### src/rtl/vga_grid_timing_gen_if.sv
// Pixel-side bundle for the VGA grid timing generator: pixel source and cursor in,
// DAC pixel, syncs, counters and cell indices out.
interface vga_grid_timing_gen_if #(
    parameter int COLOR_W = 10
);
    logic [COLOR_W-1:0] red;
    logic [COLOR_W-1:0] green;
    logic [COLOR_W-1:0] blue;
    logic               grid_en;
    logic [3:0]         cursor_x;
    logic [3:0]         cursor_y;
    logic               cursor_en;

    logic               request;
    logic [COLOR_W-1:0] vga_r;
    logic [COLOR_W-1:0] vga_g;
    logic [COLOR_W-1:0] vga_b;
    logic               vga_h_sync;
    logic               vga_v_sync;
    logic               vga_blank;
    logic               vga_sync;
    logic [12:0]        h_cont;
    logic [12:0]        v_cont;
    logic [3:0]         cell_x;
    logic [3:0]         cell_y;
    logic               frame_start;

    modport master (
        output red, green, blue, grid_en, cursor_x, cursor_y, cursor_en,
        input  request, vga_r, vga_g, vga_b, vga_h_sync, vga_v_sync, vga_blank,
               vga_sync, h_cont, v_cont, cell_x, cell_y, frame_start
    );

    modport slave (
        input  red, green, blue, grid_en, cursor_x, cursor_y, cursor_en,
        output request, vga_r, vga_g, vga_b, vga_h_sync, vga_v_sync, vga_blank,
               vga_sync, h_cont, v_cont, cell_x, cell_y, frame_start
    );
endinterface

### src/rtl/vga_grid_timing_gen.sv
// VGA timing generator with a cell-grid overlay and a frame-locked cursor highlight.
// Every output is registered from the current counter position (one cycle latency).
module vga_grid_timing_gen #(
    parameter int H_SYNC_CYC   = 128,
    parameter int H_SYNC_BACK  = 88,
    parameter int H_SYNC_ACT   = 800,
    parameter int H_SYNC_FRONT = 40,
    parameter int V_SYNC_CYC   = 4,
    parameter int V_SYNC_BACK  = 23,
    parameter int V_SYNC_ACT   = 600,
    parameter int V_SYNC_FRONT = 1,
    parameter int COLOR_W      = 10,
    parameter int GRID_COLS    = 8,
    parameter int GRID_ROWS    = 8,
    parameter int CELL_W       = 70,
    parameter int CELL_H       = 72,
    parameter int GRID_X0      = 120,
    parameter int GRID_Y0      = 10,
    parameter int LINE_W       = 5,
    parameter int REQ_LEAD     = 2
) (
    input  logic                  clk,
    input  logic                  rst_n,
    vga_grid_timing_gen_if.slave  bus
);
    localparam int X_START_I = H_SYNC_CYC + H_SYNC_BACK;
    localparam int Y_START_I = V_SYNC_CYC + V_SYNC_BACK;
    localparam int H_TOTAL_I = H_SYNC_CYC + H_SYNC_BACK + H_SYNC_ACT + H_SYNC_FRONT;
    localparam int V_TOTAL_I = V_SYNC_CYC + V_SYNC_BACK + V_SYNC_ACT + V_SYNC_FRONT;

    localparam logic [12:0] X_START    = 13'(X_START_I);
    localparam logic [12:0] Y_START    = 13'(Y_START_I);
    localparam logic [12:0] H_LAST     = 13'(H_TOTAL_I - 1);
    localparam logic [12:0] V_LAST     = 13'(V_TOTAL_I - 1);
    localparam logic [12:0] H_ACT      = 13'(H_SYNC_ACT);
    localparam logic [12:0] V_ACT      = 13'(V_SYNC_ACT);
    localparam logic [12:0] HS_END     = 13'(H_SYNC_CYC);
    localparam logic [12:0] VS_END     = 13'(V_SYNC_CYC);
    localparam logic [12:0] REQ_LO     = 13'(X_START_I - REQ_LEAD);
    localparam logic [12:0] REQ_HI     = 13'(X_START_I + H_SYNC_ACT - REQ_LEAD);
    localparam logic [12:0] GX_LO      = 13'(GRID_X0);
    localparam logic [12:0] GX_HI      = 13'(GRID_X0 + GRID_COLS * CELL_W + LINE_W);
    localparam logic [12:0] GY_LO      = 13'(GRID_Y0);
    localparam logic [12:0] GY_HI      = 13'(GRID_Y0 + GRID_ROWS * CELL_H + LINE_W);
    localparam logic [12:0] SUB_X_LAST = 13'(CELL_W - 1);
    localparam logic [12:0] SUB_Y_LAST = 13'(CELL_H - 1);
    localparam logic [12:0] LINE       = 13'(LINE_W);
    localparam logic [3:0]  COLS       = 4'(GRID_COLS);
    localparam logic [3:0]  ROWS       = 4'(GRID_ROWS);

    logic [12:0] h_reg, h_next, v_reg, v_next;
    logic [12:0] x, y, x_next, y_next;
    logic        h_end;

    logic [12:0] sub_x_reg, sub_x_next, sub_y_reg, sub_y_next;
    logic [3:0]  cell_x_reg, cell_x_next, cell_y_reg, cell_y_next;

    logic [3:0]  cur_x_reg, cur_y_reg;
    logic        cur_en_reg;

    logic        frame_origin, active, in_grid, line_x, line_y, grid_line;
    logic        cursor_on, col_own, col_adj, row_own, row_adj, border, request_next;
    logic [4:0]  cell_x_w, cell_y_w, cur_x_w, cur_y_w;

    logic        hs_reg, vs_reg, blank_reg, request_reg, frame_start_reg;
    logic [12:0] h_cont_reg, v_cont_reg;
    logic [3:0]  cell_out_x_reg, cell_out_y_reg;

    always_comb begin
        h_end  = (h_reg == H_LAST);
        h_next = h_end ? 13'd0 : h_reg + 13'd1;
        v_next = v_reg;
        if (h_end) begin
            v_next = (v_reg == V_LAST) ? 13'd0 : v_reg + 13'd1;
        end
        x      = h_reg - X_START;
        y      = v_reg - Y_START;
        x_next = h_next - X_START;
        y_next = v_next - Y_START;
    end

    // Cell/sub-offset counters are re-anchored at the grid origin each line/frame and
    // otherwise free-run; the cell index saturates so the closing edge reads as GRID_COLS/ROWS.
    always_comb begin
        sub_x_next  = sub_x_reg + 13'd1;
        cell_x_next = cell_x_reg;
        if (x_next == GX_LO) begin
            sub_x_next  = 13'd0;
            cell_x_next = 4'd0;
        end else if (sub_x_reg == SUB_X_LAST) begin
            sub_x_next = 13'd0;
            if (cell_x_reg != COLS) cell_x_next = cell_x_reg + 4'd1;
        end

        sub_y_next  = sub_y_reg;
        cell_y_next = cell_y_reg;
        if (h_end) begin
            if (y_next == GY_LO) begin
                sub_y_next  = 13'd0;
                cell_y_next = 4'd0;
            end else if (sub_y_reg == SUB_Y_LAST) begin
                sub_y_next = 13'd0;
                if (cell_y_reg != ROWS) cell_y_next = cell_y_reg + 4'd1;
            end else begin
                sub_y_next = sub_y_reg + 13'd1;
            end
        end
    end

    always_comb begin
        frame_origin = (h_reg == 13'd0) && (v_reg == 13'd0);
        active       = (x < H_ACT) && (y < V_ACT);
        in_grid      = active && (x >= GX_LO) && (x < GX_HI) && (y >= GY_LO) && (y < GY_HI);
        line_x       = (sub_x_reg < LINE);
        line_y       = (sub_y_reg < LINE);
        grid_line    = line_x || line_y;
        request_next = (h_reg >= REQ_LO) && (h_reg < REQ_HI) && (y < V_ACT);

        cell_x_w  = {1'b0, cell_x_reg};
        cell_y_w  = {1'b0, cell_y_reg};
        cur_x_w   = {1'b0, cur_x_reg};
        cur_y_w   = {1'b0, cur_y_reg};
        cursor_on = cur_en_reg && (cur_x_reg < COLS) && (cur_y_reg < ROWS);
        col_own   = (cell_x_w == cur_x_w);
        col_adj   = (cell_x_w == cur_x_w + 5'd1);
        row_own   = (cell_y_w == cur_y_w);
        row_adj   = (cell_y_w == cur_y_w + 5'd1);
        // Border = the four line segments that enclose the cursor cell, including the corners.
        border    = cursor_on &&
                    (((col_own || col_adj) && line_x && (row_own || (row_adj && line_y))) ||
                     ((row_own || row_adj) && line_y && (col_own || (col_adj && line_x))));
    end

    always_ff @(posedge clk or negedge rst_n) begin
        if (!rst_n) begin
            h_reg           <= '0;
            v_reg           <= '0;
            sub_x_reg       <= '0;
            sub_y_reg       <= '0;
            cell_x_reg      <= '0;
            cell_y_reg      <= '0;
            cur_x_reg       <= '0;
            cur_y_reg       <= '0;
            cur_en_reg      <= 1'b0;
            hs_reg          <= 1'b0;
            vs_reg          <= 1'b0;
            blank_reg       <= 1'b0;
            request_reg     <= 1'b0;
            frame_start_reg <= 1'b0;
            h_cont_reg      <= '0;
            v_cont_reg      <= '0;
            cell_out_x_reg  <= '0;
            cell_out_y_reg  <= '0;
        end else begin
            h_reg      <= h_next;
            v_reg      <= v_next;
            sub_x_reg  <= sub_x_next;
            sub_y_reg  <= sub_y_next;
            cell_x_reg <= cell_x_next;
            cell_y_reg <= cell_y_next;
            if (frame_origin) begin
                cur_x_reg  <= bus.cursor_x;
                cur_y_reg  <= bus.cursor_y;
                cur_en_reg <= bus.cursor_en;
            end
            hs_reg          <= (h_reg >= HS_END);
            vs_reg          <= (v_reg >= VS_END);
            blank_reg       <= (h_reg >= HS_END) && (v_reg >= VS_END);
            request_reg     <= request_next;
            frame_start_reg <= frame_origin;
            h_cont_reg      <= x;
            v_cont_reg      <= y;
            cell_out_x_reg  <= in_grid ? cell_x_reg : COLS;
            cell_out_y_reg  <= in_grid ? cell_y_reg : ROWS;
        end
    end

    // Channel 0 = red, 1 = green, 2 = blue; only the colour constants differ per channel.
    for (genvar gi = 0; gi < 3; gi++) begin : g_chan
        logic [COLOR_W-1:0] chan_in;
        logic [COLOR_W-1:0] chan_next;
        logic [COLOR_W-1:0] chan_reg;

        if (gi == 0) begin : g_red
            assign chan_in   = bus.red;
            assign bus.vga_r = chan_reg;
        end else if (gi == 1) begin : g_green
            assign chan_in   = bus.green;
            assign bus.vga_g = chan_reg;
        end else begin : g_blue
            assign chan_in   = bus.blue;
            assign bus.vga_b = chan_reg;
        end

        always_comb begin
            chan_next = '0;
            if (active) begin
                if (!bus.grid_en) begin
                    chan_next = chan_in;
                end else if (in_grid) begin
                    if (border) begin
                        chan_next = (gi == 1) ? {COLOR_W{1'b1}} : {COLOR_W{1'b0}};
                    end else if (grid_line) begin
                        chan_next = (gi == 0) ? {COLOR_W{1'b1}} : chan_in;
                    end else begin
                        chan_next = chan_in;
                    end
                end
            end
        end

        always_ff @(posedge clk or negedge rst_n) begin
            if (!rst_n) chan_reg <= '0;
            else        chan_reg <= chan_next;
        end
    end

    assign bus.request     = request_reg;
    assign bus.vga_h_sync  = hs_reg;
    assign bus.vga_v_sync  = vs_reg;
    assign bus.vga_blank   = blank_reg;
    assign bus.vga_sync    = 1'b0;
    assign bus.h_cont      = h_cont_reg;
    assign bus.v_cont      = v_cont_reg;
    assign bus.cell_x      = cell_out_x_reg;
    assign bus.cell_y      = cell_out_y_reg;
    assign bus.frame_start = frame_start_reg;
endmodule
### src/flat_wrapper.sv
// flat-port wrapper written by rule: the top's interface ports become plain ports
module vga_grid_timing_gen_flat 
#(
    parameter int H_SYNC_CYC   = 128,
    parameter int H_SYNC_BACK  = 88,
    parameter int H_SYNC_ACT   = 800,
    parameter int H_SYNC_FRONT = 40,
    parameter int V_SYNC_CYC   = 4,
    parameter int V_SYNC_BACK  = 23,
    parameter int V_SYNC_ACT   = 600,
    parameter int V_SYNC_FRONT = 1,
    parameter int COLOR_W      = 10,
    parameter int GRID_COLS    = 8,
    parameter int GRID_ROWS    = 8,
    parameter int CELL_W       = 70,
    parameter int CELL_H       = 72,
    parameter int GRID_X0      = 120,
    parameter int GRID_Y0      = 10,
    parameter int LINE_W       = 5,
    parameter int REQ_LEAD     = 2
)
  (clk, rst_n, bus_red, bus_green, bus_blue, bus_grid_en, bus_cursor_x, bus_cursor_y, bus_cursor_en, bus_request, bus_vga_r, bus_vga_g, bus_vga_b, bus_vga_h_sync, bus_vga_v_sync, bus_vga_blank, bus_vga_sync, bus_h_cont, bus_v_cont, bus_cell_x, bus_cell_y, bus_frame_start);
  vga_grid_timing_gen_if #(.COLOR_W(COLOR_W)) bus_i ();
  input  logic clk;
  input  logic rst_n;
  input wire logic [$bits(bus_i.red)-1:0] bus_red;
  input wire logic [$bits(bus_i.green)-1:0] bus_green;
  input wire logic [$bits(bus_i.blue)-1:0] bus_blue;
  input wire logic [$bits(bus_i.grid_en)-1:0] bus_grid_en;
  input wire logic [$bits(bus_i.cursor_x)-1:0] bus_cursor_x;
  input wire logic [$bits(bus_i.cursor_y)-1:0] bus_cursor_y;
  input wire logic [$bits(bus_i.cursor_en)-1:0] bus_cursor_en;
  output wire logic [$bits(bus_i.request)-1:0] bus_request;
  output wire logic [$bits(bus_i.vga_r)-1:0] bus_vga_r;
  output wire logic [$bits(bus_i.vga_g)-1:0] bus_vga_g;
  output wire logic [$bits(bus_i.vga_b)-1:0] bus_vga_b;
  output wire logic [$bits(bus_i.vga_h_sync)-1:0] bus_vga_h_sync;
  output wire logic [$bits(bus_i.vga_v_sync)-1:0] bus_vga_v_sync;
  output wire logic [$bits(bus_i.vga_blank)-1:0] bus_vga_blank;
  output wire logic [$bits(bus_i.vga_sync)-1:0] bus_vga_sync;
  output wire logic [$bits(bus_i.h_cont)-1:0] bus_h_cont;
  output wire logic [$bits(bus_i.v_cont)-1:0] bus_v_cont;
  output wire logic [$bits(bus_i.cell_x)-1:0] bus_cell_x;
  output wire logic [$bits(bus_i.cell_y)-1:0] bus_cell_y;
  output wire logic [$bits(bus_i.frame_start)-1:0] bus_frame_start;
  assign bus_i.red = bus_red;
  assign bus_i.green = bus_green;
  assign bus_i.blue = bus_blue;
  assign bus_i.grid_en = bus_grid_en;
  assign bus_i.cursor_x = bus_cursor_x;
  assign bus_i.cursor_y = bus_cursor_y;
  assign bus_i.cursor_en = bus_cursor_en;
  assign bus_request = bus_i.request;
  assign bus_vga_r = bus_i.vga_r;
  assign bus_vga_g = bus_i.vga_g;
  assign bus_vga_b = bus_i.vga_b;
  assign bus_vga_h_sync = bus_i.vga_h_sync;
  assign bus_vga_v_sync = bus_i.vga_v_sync;
  assign bus_vga_blank = bus_i.vga_blank;
  assign bus_vga_sync = bus_i.vga_sync;
  assign bus_h_cont = bus_i.h_cont;
  assign bus_v_cont = bus_i.v_cont;
  assign bus_cell_x = bus_i.cell_x;
  assign bus_cell_y = bus_i.cell_y;
  assign bus_frame_start = bus_i.frame_start;
  vga_grid_timing_gen #(.H_SYNC_CYC(H_SYNC_CYC), .H_SYNC_BACK(H_SYNC_BACK), .H_SYNC_ACT(H_SYNC_ACT), .H_SYNC_FRONT(H_SYNC_FRONT), .V_SYNC_CYC(V_SYNC_CYC), .V_SYNC_BACK(V_SYNC_BACK), .V_SYNC_ACT(V_SYNC_ACT), .V_SYNC_FRONT(V_SYNC_FRONT), .COLOR_W(COLOR_W), .GRID_COLS(GRID_COLS), .GRID_ROWS(GRID_ROWS), .CELL_W(CELL_W), .CELL_H(CELL_H), .GRID_X0(GRID_X0), .GRID_Y0(GRID_Y0), .LINE_W(LINE_W), .REQ_LEAD(REQ_LEAD)) u_core (.clk(clk), .rst_n(rst_n), .bus(bus_i));
endmodule
### config.mk
export PLATFORM = sky130hd
export DESIGN_NAME = vga_grid_timing_gen_flat
export DESIGN_NICKNAME = d
export VERILOG_FILES = /design/src/rtl/vga_grid_timing_gen_if.sv /design/src/rtl/vga_grid_timing_gen.sv /design/src/flat_wrapper.sv
export SDC_FILE = /design/constraint.sdc
export NUM_CORES = 1
export LEC_CHECK = 0
export ABC_AREA = 1
export BUFFER_PORTS_ARGS = -buffer_cell sky130_fd_sc_hd__buf_2
export CELL_PAD_IN_SITES_DETAIL_PLACEMENT = 1
export CELL_PAD_IN_SITES_GLOBAL_PLACEMENT = 1
export CORE_UTILIZATION = 45
export DETAILED_ROUTE_END_ITERATION = 12
export GPL_ROUTABILITY_DRIVEN = 0
export MAX_ROUTING_LAYER = met4
export PLACE_DENSITY = 0.93
export SYNTH_ARGS = -nofsm -noshare
export SYNTH_HDL_FRONTEND = slang
export SYNTH_SLANG_ARGS = --single-unit
### constraint.sdc
create_clock -name clk -period 3.7 [get_ports clk]
set_input_delay 0.37 -clock clk [delete_from_list [all_inputs] [get_ports clk]]
set_output_delay 0.37 -clock clk [all_outputs]
set_load 0.01 [all_outputs]
* Word level (Yosys, flattened, before mapping)
Cells that the tools add are included.
W data, S select, Z words.
** Storage, ports and cells
- Bits in registers :: 138
- Bits in latches :: 0
- Memory bits (writable) :: 0
- Memory bits (read-only) :: 0
- Input port bits :: 42
- Output and inout bits :: 70
- Word-level logic and storage cells :: 119
- Memories kept :: 0
** Cells by class
- $add $sub $neg :: 12
- $mul :: 0
- Divide/modulo/power cells :: 0
- Order comparisons :: 14
- Equal/unequal tests :: 12
- Shift operators :: 0
- Mux-type cells :: 28
- Bitwise logic cells :: 0
- Reductions and logical operators :: 32
** Operators by type and width (number)
- $mux W10 :: 13
- $mux W13 :: 7
- $lt A13 B10 Y1 const B :: 5
- $add A13 B1 Y13 const B :: 4
- $eq A13 B7 Y1 const B :: 3
- $mux W4 :: 8
- $ge A13 B8 Y1 const B :: 2
- $logic_not A13 Y1 :: 2
- $lt A13 B3 Y1 const B :: 2
- $sub A13 B5 Y13 const B :: 2
- $sub A13 B8 Y13 const B :: 2
- $logic_and A1 B1 Y1 :: 18
- $eq A13 B10 Y1 const B :: 1
- $eq A13 B11 Y1 const B :: 1
- $eq A13 B4 Y1 const B :: 1
- $ge A13 B3 Y1 const B :: 1
- $ge A13 B4 Y1 const B :: 1
- $ge A13 B7 Y1 const B :: 1
- $add A4 B1 Y5 const B :: 2
- $eq A4 B5 Y1 :: 2
- $add A4 B1 Y4 const B :: 2
- $eq A4 B4 Y1 :: 2
- $lt A4 B4 Y1 const B :: 2
- $ne A4 B4 Y1 const B :: 2
- 4 further kinds :: 12

* Logic depth before layout (Yosys ltp)
- Depth in word-level cells :: 11
- Depth in mapped cells :: 18
- Gate-level depth less buffers :: 18

* Worst setup path before layout
Ideal clock, no wire load.
- Path type :: register to register
- From :: reg u_core.h_reg[0]
- To :: reg u_core.sub_x_reg[10]
- Library setup time :: 0.120 ns
- Arrival :: 2.278 ns
- Required time :: 3.580 ns
- Setup slack :: 1.302 ns
- Stages on the path, launching flop included :: 16
- Path buffers :: 1
- Clock period less this slack :: 2.398 ns
- Path through :: dfrtp_1 > ha_1 > nand2_4 > nor2_8 > nand2_4 > nor2_8 > nor2_1 > ha_1 > nand2_1 > nor3_1 > nand4_1 > a211oi_2 > nand3_2 > nand2_2 > buf_4 > nor2_1
** Between the ends
- Longest elaborated chain between the ends :: 5
- Elaborated cells on any way between the ends :: 6
- Those cells by class :: add/sub (2); eq/ne (2); mux (2)
** Ends and longest elaborated chain
- start, declared :: line vga_grid_timing_gen.sv:51 : logic [12:0] h_reg, h_next, v_reg, v_next;
- start signal, assigned :: line vga_grid_timing_gen.sv:155 : h_reg <= h_next;
- $add A13 B1 Y13 / $eq A13 B11 Y1 (equally long branches) :: line vga_grid_timing_gen.sv:71, vga_grid_timing_gen.sv:70
- $mux W13 * :: line vga_grid_timing_gen.sv:71 : h_next = h_end ? 13'd0 : h_reg + 13'd1;
- named net u_core.h_next[3] :: line vga_grid_timing_gen.sv:51
- $sub A13 B8 Y13 * :: line vga_grid_timing_gen.sv:78 : x_next = h_next - X_START;
- $eq A13 B7 Y1 * :: line vga_grid_timing_gen.sv:87 : if (x_next == GX_LO) begin
- $mux W13 * :: line vga_grid_timing_gen.sv:87
- named net u_core.sub_x_next[10] :: line vga_grid_timing_gen.sv:55 : logic [12:0] sub_x_reg, sub_x_next, sub_y_reg, sub_y_next;
- end signal, assigned :: line vga_grid_timing_gen.sv:157 : sub_x_reg <= sub_x_next;
- end, declared :: line vga_grid_timing_gen.sv:55
The timed path passes the listed nets; every way through them passes the cells marked *.
A chain may end at the register's enable or synchronous reset.

* Worst setup path after layout
- From :: reg u_core.h_reg[0]
- To :: reg u_core.sub_y_reg[2]
** Between the ends
- Longest elaborated chain between the ends :: 5
** Ends and longest elaborated chain
- $eq A13 B11 Y1 :: line vga_grid_timing_gen.sv:70 : h_end = (h_reg == H_LAST);
- $mux W13 :: line vga_grid_timing_gen.sv:73 : if (h_end) begin
- named net u_core.v_next[0] :: line vga_grid_timing_gen.sv:51
- $sub A13 B5 Y13 :: line vga_grid_timing_gen.sv:79 : y_next = v_next - Y_START;
- $eq A13 B4 Y1 :: line vga_grid_timing_gen.sv:98 : if (y_next == GY_LO) begin
- $mux W13 :: line vga_grid_timing_gen.sv:98
- end signal, assigned :: line vga_grid_timing_gen.sv:158 : sub_y_reg <= sub_y_next;
- end, declared :: line vga_grid_timing_gen.sv:55
The timed path passes the listed nets, and every way through them passes these cells.

==> results.py <==
metrics = {
    "run_status": {
        "status": "finished clean",
    },
    "critical_path": {
        "worst-r2r-setup-slack_ns": 0.47,
        "reg2regPathDepth": 15,
        "path_cells": "ha_1, nand2_4, nor2_8, nand2_4, nor2_8, nand3_1, nand2_1, nand2_1, nor2_1, nand3_1, nor3_2, nand3_2, a21oi_2, buf_4, nor2_1",
        "slowest_stage": "dfrtp_1",
        "crit_start": "u_core.h_reg[0]",
        "reg2reg_to": "u_core.sub_y_reg[2]",
        "cp_top_family": "simple AND/OR/NAND/NOR gates",
        "cp.buffers_inverters": 1,
        "path_class": "reg -> reg",
        "cp_slowest_stage_delay_ns": 0.46,
        "cp.depth": 15,
        "endpoint": "u_core.sub_y_reg[2]",
        "critPathCaptureType": "flop",
        "cp.required_ns": 4.03,
        "crit-reg2reg-launch": "u_core.h_reg[0]",
        "worst-path-max-fanout": 26,
        "cp_data_arrival_time_ns": 3.56,
        "crit_path_start_kind": "flop",
    },
    "cts": {
        "cts_resized": 0,
        "path_clk_slew_ns": 0.06,
        "clock-sinks": 138,
        "clockRootBuffer": "clkbuf_16",
        "htree_levels": 4,
        "clockBufferDepth": 2,
        "cts_tree": "done",
        "post_cts_buffers": 0,
        "hold_buffers": 0,
        "clock_latency_ns": 0.44,
        "cts_made_buffers": 17,
    },
    "routing": {
        "wl_um": 23600,
        "viasPerCell": 5.42,
        "drc": 0,
        "drt_first_iter_violations": 432,
        "ant_nets": 0,
        "vias": 6572,
        "dr.pass1.iters": 7,
        "wire_per_inst_um": 19.4,
    },
    "logic_synthesis": {
        "synth_edf_count": 0,
        "synthFlopType": "dfrtp_1",
        "syn_area_mm2": 0.00718,
        "netlist-cell-type-count": 48,
        "syn_nets": 928,
        "syn_avg_cell_area_um2": 8.29,
        "yosysWarnings": 0,
        "ys_ff_latch": 138,
        "ys_async_sr_fraction_pct": 100,
        "syn-instance-count": 866,
        "yosysSeqAreaShare_pct": 48.1,
    },
    "global_routing": {
        "grt_pass1_wl_um": 37600,
        "grt_max_degree": 91,
        "grt_usage_pct": 31.4,
        "gr-total-overflow": 0,
        "grt_pass1_vias": 7147,
        "antenna_found_initial": 0,
    },
    "sta": {
        "grt_setup_unrepaired": "no",
        "slew_violations": 0,
        "finalSetupViolations": 0,
        "fmax_mhz": 310,
        "hold_violations": 0,
        "fin_setup_tns_ns": 0,
        "relSlewSlack_pct": 42.5,
        "post-route-min-period_ns": 3.23,
        "worst_pin_slew_ns": 0.862,
        "worst_slack_ns": 0.471,
        "finClkSkew_ns": 0.00741,
        "period_share_pct": 87.3,
    },
    "final_layout": {
        "instances_no_fill": 1212,
        "insertedDiodeCount": 0,
        "area_growth_syn_to_layout_pct": 19.2,
        "nets": 1051,
        "drive_gt1_share_pct": 22.8,
    },
    "floorplanning": {
        "die_h_um": 128,
        "die-area_mm2": 0.0165,
        "io_pins": 112,
        "start_util_pct": 46.7,
        "core_mm2": 0.0154,
        "die_x_um": 128,
        "placementRows": 45,
    },
    "min_path": {
        "hold_class": "in -> async",
    },
    "flow_run": {
        "maxCapViolations": 0,
    },
    "placed_design": {
        "dp_hpwl_um": 15900,
        "placed_cells": 1181,
        "place.port_buffers": 110,
        "place_ws_ns": 0.699,
    },
    "power": {
        "ir_worst_vdd_v": 0.000336,
        "power_density_mw_per_mm2": 392,
        "p_leak_nw": 4.45,
    },
}
==> worst min-delay path by stage <==
stage / from / end / cells past startpoint
2_1_floorplan: rst_n / u_core.bus.cell_x[0] / 0
3_3_place_gp: u_core.cur_en_reg / u_core.cur_en_reg / 2
3_5_place_dp: u_core.cur_en_reg / u_core.cur_en_reg / 2
4_1_cts: rst_n / u_core.bus.vga_g[1] / 1
5_1_grt: rst_n / u_core.bus.vga_g[1] / 1
6_report: rst_n / u_core.bus.vga_g[1] / 1
==> cell usage after synthesis, types with 6 or more instances <==
master,count,area (um^2)
nand4_1,18,113
xor2_1,36,315
a21oi_1,8,40.0
nor2_1,132,495
dfrtp_1,138,3450
inv_1,116,435
inv_2,11,41.3
nor3_1,17,85.1
nor2_2,38,238
o21ai_0,15,75.1
nand2_1,168,631
ha_1,20,250
nand3_2,6,60.1
xnor2_1,9,78.8
nand3_1,62,310
o21ai_1,11,55.1
==> metal layers <==
layer,global-route usage (%),up-vias,share of wire (%)
met5,-,-,0
li1,-,2947,-
met4,16.1,0,4.5
met2,52.6,220,52
met1,34.9,3310,39
met3,7.22,95,5.1
==> metrics by stage <==
step / hold slack [ns] / util (%) / total power (W) / cell area, um^2
floorplan: 0.0744 / - / 0.00158 / 7180
global placement: 0.468 / 51.8 / 0.00164 / 7970
detailed placement: 0.493 / 51.8 / 0.00164 / 7970
CTS: 0.0484 / 55.7 / 0.00337 / 8560
global route: 0.0802 / 55.7 / 0.00344 / 8560
finish: 0.00566 / 55.7 / 0.00336 / 8560
==> area by class of cell <==
cell class	count	area, um^2
flip-flops and latches	138	3450
clock buffers	18	439
clock inverters	13	151
multi-input cells	585	3140
well taps	211	264
repair buffers	116	614
inverters	131	493
fillers	1902	6820
==> placed cells by master (no fill, tap or decap), types with 3 or more instances in the layout <==
master	Yosys	routed
nand2_1	168	168
dfrtp_1	138	138
nor2_1	132	132
inv_1	116	116
buf_2	3	109
nand3_1	62	62
nor2_2	38	38
xor2_1	36	36
ha_1	20	20
nand4_1	18	18
nor3_1	17	17
clkbuf_16	0	17
o21ai_0	15	15
inv_2	11	11
o21ai_1	11	11
xnor2_1	9	9
a21oi_1	8	8
clkinv_2	1	7
nand3_2	6	6
nand2_2	5	5
buf_4	3	5
or2_2	4	4
nand2_4	3	3
a31oi_1	3	3
clkinv_1	3	3
nor4_1	3	3
clkinvlp_4	0	3
bufinv_16	0	3
==> cell families after synthesis <==
kind of cell / synth area share, %
and+or+nand+nor: 30.5
buffers and inverters: 8.12
DFF: 48.1
AOI/OAI and AO/OA: 4.27
xor gates and xnor gates: 5.49
adders and majority gates: 3.49
other: 0.0523
==> power breakdown <==
| group | total [W] | internal, W | switching [W] |
|---|---|---|---|
| Clock | 0.00174 | 0.00107 | 0.000674 |
| Combinational | 0.0000945 | 0.0000329 | 0.0000616 |
| Sequential | 0.00152 | 0.00151 | 0.00000664 |
| Total | 0.00336 | 0.00261 | 0.000742 |
(Power assumes the default switching activity.)
